[config.mk]
export PLATFORM = sky130hd
export DESIGN_NAME = stack_unwind_sequencer
export DESIGN_NICKNAME = d
export VERILOG_FILES = /design/src/rtl/stack_unwind_sequencer.sv
export SDC_FILE = /design/constraint.sdc
export NUM_CORES = 1
export LEC_CHECK = 0
export ABC_AREA = 1
export CORE_ASPECT_RATIO = 1.4
export CORE_MARGIN = 5
export CORE_UTILIZATION = 35
export DETAILED_ROUTE_END_ITERATION = 16
export PLACE_DENSITY_LB_ADDON = 0.25
export SYNTH_ARGS = -nofsm -noshare
export SYNTH_HDL_FRONTEND = slang
export SYNTH_SLANG_ARGS = --single-unit
[constraint.sdc]
create_clock -name clk -period 1.55 [get_ports clk]
set_clock_uncertainty 0.1 [all_clocks]
set_input_delay 0.155 -clock clk [delete_from_list [all_inputs] [get_ports clk]]
set_output_delay 0.155 -clock clk [all_outputs]
set_load 0.01 [all_outputs]
[src/rtl/stack_unwind_sequencer.sv]
// rtl/stack_unwind_sequencer.sv - pops a RET (PC lo, PC hi) or RTI (FLAGS, PC lo, PC hi) frame
// and delivers the restored PC/flags as single-cycle load pulses.
module stack_unwind_sequencer #(
  parameter int DATA_W   = 16,
  parameter int PC_W     = 32,
  parameter int MAX_WAIT = 15
) (
  input  logic              clk,
  input  logic              rst,
  input  logic              start_ret,
  input  logic              start_rti,
  output logic              pop_req,
  input  logic              pop_gnt,
  input  logic [DATA_W-1:0] pop_data,
  input  logic              pop_data_valid,
  output logic              busy,
  output logic [PC_W-1:0]   pc_out,
  output logic              pc_load,
  output logic [DATA_W-1:0] flags_out,
  output logic              flags_load,
  output logic              err
);

  typedef enum logic [2:0] {
    IDLE, REQ_FLAG, WAIT_FLAG, REQ_LO, WAIT_LO, REQ_HI, WAIT_HI, COMMIT
  } state_t;

  state_t            state;
  logic [3:0]        wait_cnt;
  logic              is_rti;
  logic [DATA_W-1:0] flags_stage;
  logic [PC_W-1:0]   pc_stage;
  logic              timeout;

  assign timeout = (wait_cnt == 4'(MAX_WAIT - 1));

  always_ff @(posedge clk) begin
    if (rst) begin
      state       <= IDLE;
      wait_cnt    <= '0;
      is_rti      <= 1'b0;
      flags_stage <= '0;
      pc_stage    <= '0;
      pop_req     <= 1'b0;
      busy        <= 1'b0;
      pc_out      <= '0;
      pc_load     <= 1'b0;
      flags_out   <= '0;
      flags_load  <= 1'b0;
      err         <= 1'b0;
    end else begin
      pc_load    <= 1'b0;
      flags_load <= 1'b0;
      err        <= 1'b0;
      case (state)
        IDLE: begin
          // RTI takes priority when both starts arrive together
          if (start_rti) begin
            state   <= REQ_FLAG;
            is_rti  <= 1'b1;
            busy    <= 1'b1;
            pop_req <= 1'b1;
          end else if (start_ret) begin
            state   <= REQ_LO;
            is_rti  <= 1'b0;
            busy    <= 1'b1;
            pop_req <= 1'b1;
          end
        end
        REQ_FLAG, REQ_LO, REQ_HI: begin
          if (pop_gnt) begin
            pop_req  <= 1'b0;
            wait_cnt <= '0;
            case (state)
              REQ_FLAG: state <= WAIT_FLAG;
              REQ_LO:   state <= WAIT_LO;
              default:  state <= WAIT_HI;
            endcase
          end
        end
        WAIT_FLAG, WAIT_LO, WAIT_HI: begin
          if (pop_data_valid) begin
            case (state)
              WAIT_FLAG: begin
                flags_stage <= pop_data;
                state       <= REQ_LO;
                pop_req     <= 1'b1;
              end
              WAIT_LO: begin
                pc_stage[DATA_W-1:0] <= pop_data;
                state                <= REQ_HI;
                pop_req              <= 1'b1;
              end
              default: begin
                pc_stage[PC_W-1:DATA_W] <= pop_data;
                pc_out     <= {pop_data, pc_stage[DATA_W-1:0]};
                pc_load    <= 1'b1;
                flags_load <= is_rti;
                if (is_rti) flags_out <= flags_stage;
                state      <= COMMIT;
              end
            endcase
          end else if (timeout) begin
            state <= IDLE;
            busy  <= 1'b0;
            err   <= 1'b1;
          end else begin
            wait_cnt <= wait_cnt + 4'd1;
          end
        end
        COMMIT: begin
          state <= IDLE;
          busy  <= 1'b0;
        end
        default: begin
          state   <= IDLE;
          busy    <= 1'b0;
          pop_req <= 1'b0;
        end
      endcase
    end
  end

endmodule

# --- Word level (Yosys, flattened, before mapping) ---
# Index checks and enable logic that the tools add are counted.
totals:
  ff_bits: 93
  latchBits: 0
  ramBits: 0
  rom_bits: 0
  in_bits: 22
  output_inout_bits: 53
  wordCells: 77
  n_memories: 0
op_classes:
  add_sub_neg: 1
  mul: 0
  n_div: 0
  n_lt_le_gt_ge: 0
  eq_ne: 16
  shift: 0
  n_mux: 25
  bitwise_logic: 3
  n_reduce_logical: 20
op_table:
  columns: ["op", "n"]
  rows:
  - ["$mux 3", 5]
  - ["$eq 3x3->1 const B", 4]
  - ["$mux 4", 3]
  - ["$ne 2x2->1 const B", 6]
  - ["$pmux 3 s2", 2]
  - ["$pmux 3 s4", 1]
  - ["$reduce_and 3->1", 4]
  - ["$reduce_and 4->1", 3]
  - ["$reduce_or 3->1", 4]
  - ["$mux 1", 11]
  - ["$pmux 4 s2", 1]
  - ["$eq 3x2->1 const B", 2]
  - ["$ne 3x3->1 const B", 2]
  - ["$pmux 1 s3", 2]
  - ["$reduce_bool 3->1", 2]
  - ["$reduce_and 5->1", 1]
  - ["$reduce_or 5->1", 1]
  - ["$add 4x1->4 const B", 1]
  - ["$eq 4x4->1 const B", 1]
  - ["$reduce_bool 2->1", 2]
  - ["$eq 3x1->1 const B", 1]
  - ["$logic_not 3->1", 1]
  - ["$not 1->1", 3]
  - ["$reduce_and 2->1", 1]
  - ["$reduce_or 2->1", 1]

# --- Depth between registers and ports, before layout ---
depth:
  word_depth: 5
  mapped_depth: 9
  ltp_nobuf: 9

# --- Least setup slack after synthesis ---
# Ideal clock, no wire load.
synth_path:
  path_kind: "register to register"
  start: "reg wait_cnt[0]"
  end: "reg wait_cnt[1]"
  setup_time_ps: 116
  arrival_time_ps: 1148
  t_required_ps: 1334
  setup_slack_ps: 187
  stages_incl_launch_ff: 9
  n_path_buf: 0
  synth_period_minus_slack_ps: 1363
  cell_sequence: "dfxtp_1 > inv_1 > ha_1 > nand3_1 > nand2_1 > nand2_1 > nand2_1 > o21ai_0 > nor2_1"
synth_between:
  elab_chain_len: 4
  elab_cells_between_ends: 7
  cone_classes: "1 x add/sub; 2 x eq/ne; 3 x mux; 1 x reduce/logical"
synth_rtl:
  columns: ["item", "line_no", "text"]
  rows:
  - ["start: declaration", "29", "logic [3:0] wait_cnt;"]
  - ["start signal: assignment", "108", "wait_cnt <= wait_cnt + 4'd1;"]
  - ["$add 4x1->4", "108", null]
  - ["$mux 4", "103", "end else if (timeout) begin"]
  - ["$mux 4", "82", "if (pop_data_valid) begin"]
  - ["$pmux 4 s2", "55", "case (state)"]
# Parallel ways exist; a longest one is shown, timed or not. The select of a mux whose other input is x is not followed.
# A chain may end at the register's enable or synchronous reset.

# --- Worst setup path in the final report ---
layout_path:
  start: "reg pc_out[29]"
  end: "out pc_out[29]"
layout_lines:
  columns: ["item", "line_no", "text"]
  rows:
  - ["start: declaration", "17", "output logic [PC_W-1:0] pc_out,"]
  - ["start signal: assignment", "96", "pc_out <= {pop_data, pc_stage[DATA_W-1:0]};"]
# No word-level cell between the ends.

==> impl_metrics.json <==
{
  "status": "completed",
  "finalSetupViolCount": 0,
  "seqPwrFrac": 0.452,
  "clock_tree.buffer_depth": 2,
  "syn_to_final_growth_pct": 36.7,
  "fmax_mhz": 664,
  "worst-slew-pin-transition_ns": 0.346,
  "synthFlopType": "dfxtp_1",
  "period_minus_slack_ns": 1.51,
  "syn_area_per_cell_um2": 7.88,
  "drc_errors": 0,
  "firstDrtPassIters": 5,
  "final_util": 0.483,
  "cpPeakStageDelay_ns": 0.55,
  "setup_ws_ns": 0.0429,
  "maxCapViolations": 0,
  "portBuffers": 74,
  "crit_slowest_cell": "clkdlybuf4s50_1",
  "cts_inserted_buffers": 9,
  "die_h_um": 128,
  "fin_nets": 545,
  "cts_num_sinks": 93,
  "p_sw_uw": 1790,
  "multi_input_area_um2": 1360,
  "tns_ns": 0,
  "die_w_um": 94.0,
  "comb_power_share": 0.218,
  "final_layout_size_suffix_gt1_frac": 0.0990,
  "grt_pass1_wl_mm": 15.2,
  "p_int_uw": 4450,
  "core_um2": 9790,
  "leakage_uw": 0.00191,
  "crit_path_end_kind": "output port",
  "grt.overflow.total": 0,
  "synthArstFlopShare": 0,
  "hold_viol": 0,
  "clkTransAtPathRegs_ns": 0.06,
  "yosysUniqueCellTypes": 28,
  "netlist_area_um2": 3460,
  "grt_pass1_vias": 3147,
  "hpwl_mm": 6.62,
  "finalWirelength_mm": 9.11,
  "dieArea_um2": 12000,
  "sw_frac_of_total": 0.287,
  "crit_chain": "clkdlybuf4s50_1",
  "p_total_uw": 6240,
  "syn-num-nets": 463,
  "io_pins": 75,
  "ant_nets": 0,
  "start_kind": "flop",
  "grt.total_usage": 0.163,
  "vdd_drop_max_v": 0.000657,
  "p_clk_frac": 0.330,
  "seq_area_um2": 1870,
  "clk_latency_ns": 0.34,
  "powerDensity_nw_per_um2": 1320,
  "post_cts_buffers": 0,
  "wire_per_inst_um": 13.8,
  "clockRootBuffer": "clkbuf_16",
  "rows": 43,
  "design_area_um2": 4730,
  "rsz0062_at_grt": "false",
  "fillers": 990,
  "crit_fanout": 2,
  "dr.first_iter.drc_count": 157,
  "grt_max_degree": 76,
  "critPathArrivalTime_ns": 1.25,
  "ys_seq_area_frac": 0.538,
  "synth_warnings": 0,
  "critPathRequiredTime_ns": 1.29,
  "maxSlewHeadroom": 0.769,
  "start_util": 0.353,
  "antenna_cells": 0,
  "dp_slack_ns": -0.251,
  "place_area_um2": 4430,
  "synth_edf_count": 0,
  "vias_per_cell": 4.71,
  "critPathBufInv": 1,
  "path_delay_family": "buffers and inverters",
  "place.gp.congestion": 0.873,
  "grt_antenna_before_repair": 0,
  "cts.htree.levels": 3,
  "hold_buffers": 0,
  "syn_inst": 439,
  "cts_tree": "built",
  "min_path_type": "in -> reg",
  "num_vias": 3109,
  "finalCritPeriodShare": 0.972,
  "ys_ff_latch": 93,
  "critPathKind": "reg -> out",
  "drv_slew": 0
}
==> state kept, by name, indices dropped and copies added, names as in the netlist <==
signal       cells
pop_req          1
wait_cnt         4
is_rti           1
flags_out       16
flags_load       1
flags_stage     16
pc_stage        16
state            3
pc_load          1
busy             1
err              1
pc_out          32
==> layout by cell type, fill, tap and decap left out, types with 2 or more instances in the layout <==
cell type / instances
nor2_2: 3
clkbuf_16: 9
nand3_1: 10
nor2_1: 117
clkbuf_1: 2
buf_12: 2
clkbuf_8: 3
a21oi_1: 40
clkdlybuf4s50_1: 73
inv_1: 24
ha_1: 2
dfxtp_1: 89
o21ai_0: 77
inv_2: 2
buf_4: 19
o21ai_1: 10
nand2_1: 22
dfxtp_2: 4
==> what timing repair did <==
action	4_1_cts	5_1_grt
resized for setup	1	9
cloned	0	0
endpoints found under the setup margin	2	53
==> path summary, 6_finish.rpt <==
path / start / slack, ns / cells after the start / end
setup / recovery: pc_out[29]$_SDFFE_PP0P_ / 0.04 / 1 / pc_out[29]
setup reg to reg: state[0]$_SDFFE_PP0P_ / 0.13 / 7 / flags_stage[11]$_SDFFE_PP0P_
hold reg to reg: pc_stage[0]$_SDFFE_PP0P_ / 0.35 / 2 / pc_out[0]$_SDFFE_PP0P_
hold / removal: pop_data_valid / 0.13 / 2 / err$_SDFF_PP0_
==> cells by family after synthesis <==
| group | share of synthesized area |
|---|---|
| buffers and inverters | 0.0709 |
| and+or+nand+nor | 0.193 |
| adders and majority gates | 0.00723 |
| DFF | 0.538 |
| AOI/OAI and AO/OA | 0.188 |
| xor gates and xnor gates | 0.00253 |
==> power by group through the flow <==
stage | Sequential (µW) | Clock, µW | Combinational (µW)
detailed placement | 2860 | 0 | 1340
global placement | 2860 | 0 | 1320
finish | 2820 | 2060 | 1360
CTS | 2820 | 2100 | 1350
floorplan | 2820 | 0 | 793
global route | 2850 | 2210 | 1540
==> area by class of cell <==
type                            instances  area share
Clock buffer                           14      0.0579
Clock inverter                          1     0.00106
Inverter                               29      0.0246
Multi-Input combinational cell        292       0.288
Sequential cell                        93       0.395
Tap cell                              135      0.0357
Timing Repair Buffer                   96       0.198
==> stage by stage <==
stage	hold WS, ns	cells
floorplan	0.134	439
global placement	0.340	645
detailed placement	0.345	645
CTS	0.353	660
global route	0.160	660
finish	0.129	660
==> synth_stat cells (2+ instances only) <==
| library cell | count | area, µm² |
|---|---|---|
| nor2_1 | 119 | 447 |
| dfxtp_1 | 93 | 1860 |
| o21ai_0 | 77 | 385 |
| a21oi_1 | 40 | 200 |
| inv_1 | 25 | 93.8 |
| nand2_1 | 23 | 86.3 |
| clkbuf_1 | 10 | 37.5 |
| nand3_1 | 10 | 50.1 |
| o21ai_1 | 10 | 50.1 |
| buf_2 | 8 | 40.0 |
| buf_4 | 3 | 22.5 |
| inv_2 | 3 | 11.3 |
| buf_6 | 2 | 22.5 |
| ha_1 | 2 | 25.0 |
==> routing by layer <==
layer | global-route usage | share of wire | vias to the layer above
met1 | 0.183 | 0.39 | 1423
met3 | 0.0311 | 0.060 | 12
met5 | 0 | 0 | -
met2 | 0.294 | 0.53 | 80
li1 | - | - | 1594
met4 | 0.0765 | 0.017 | 0
(Power assumes the default switching activity.)
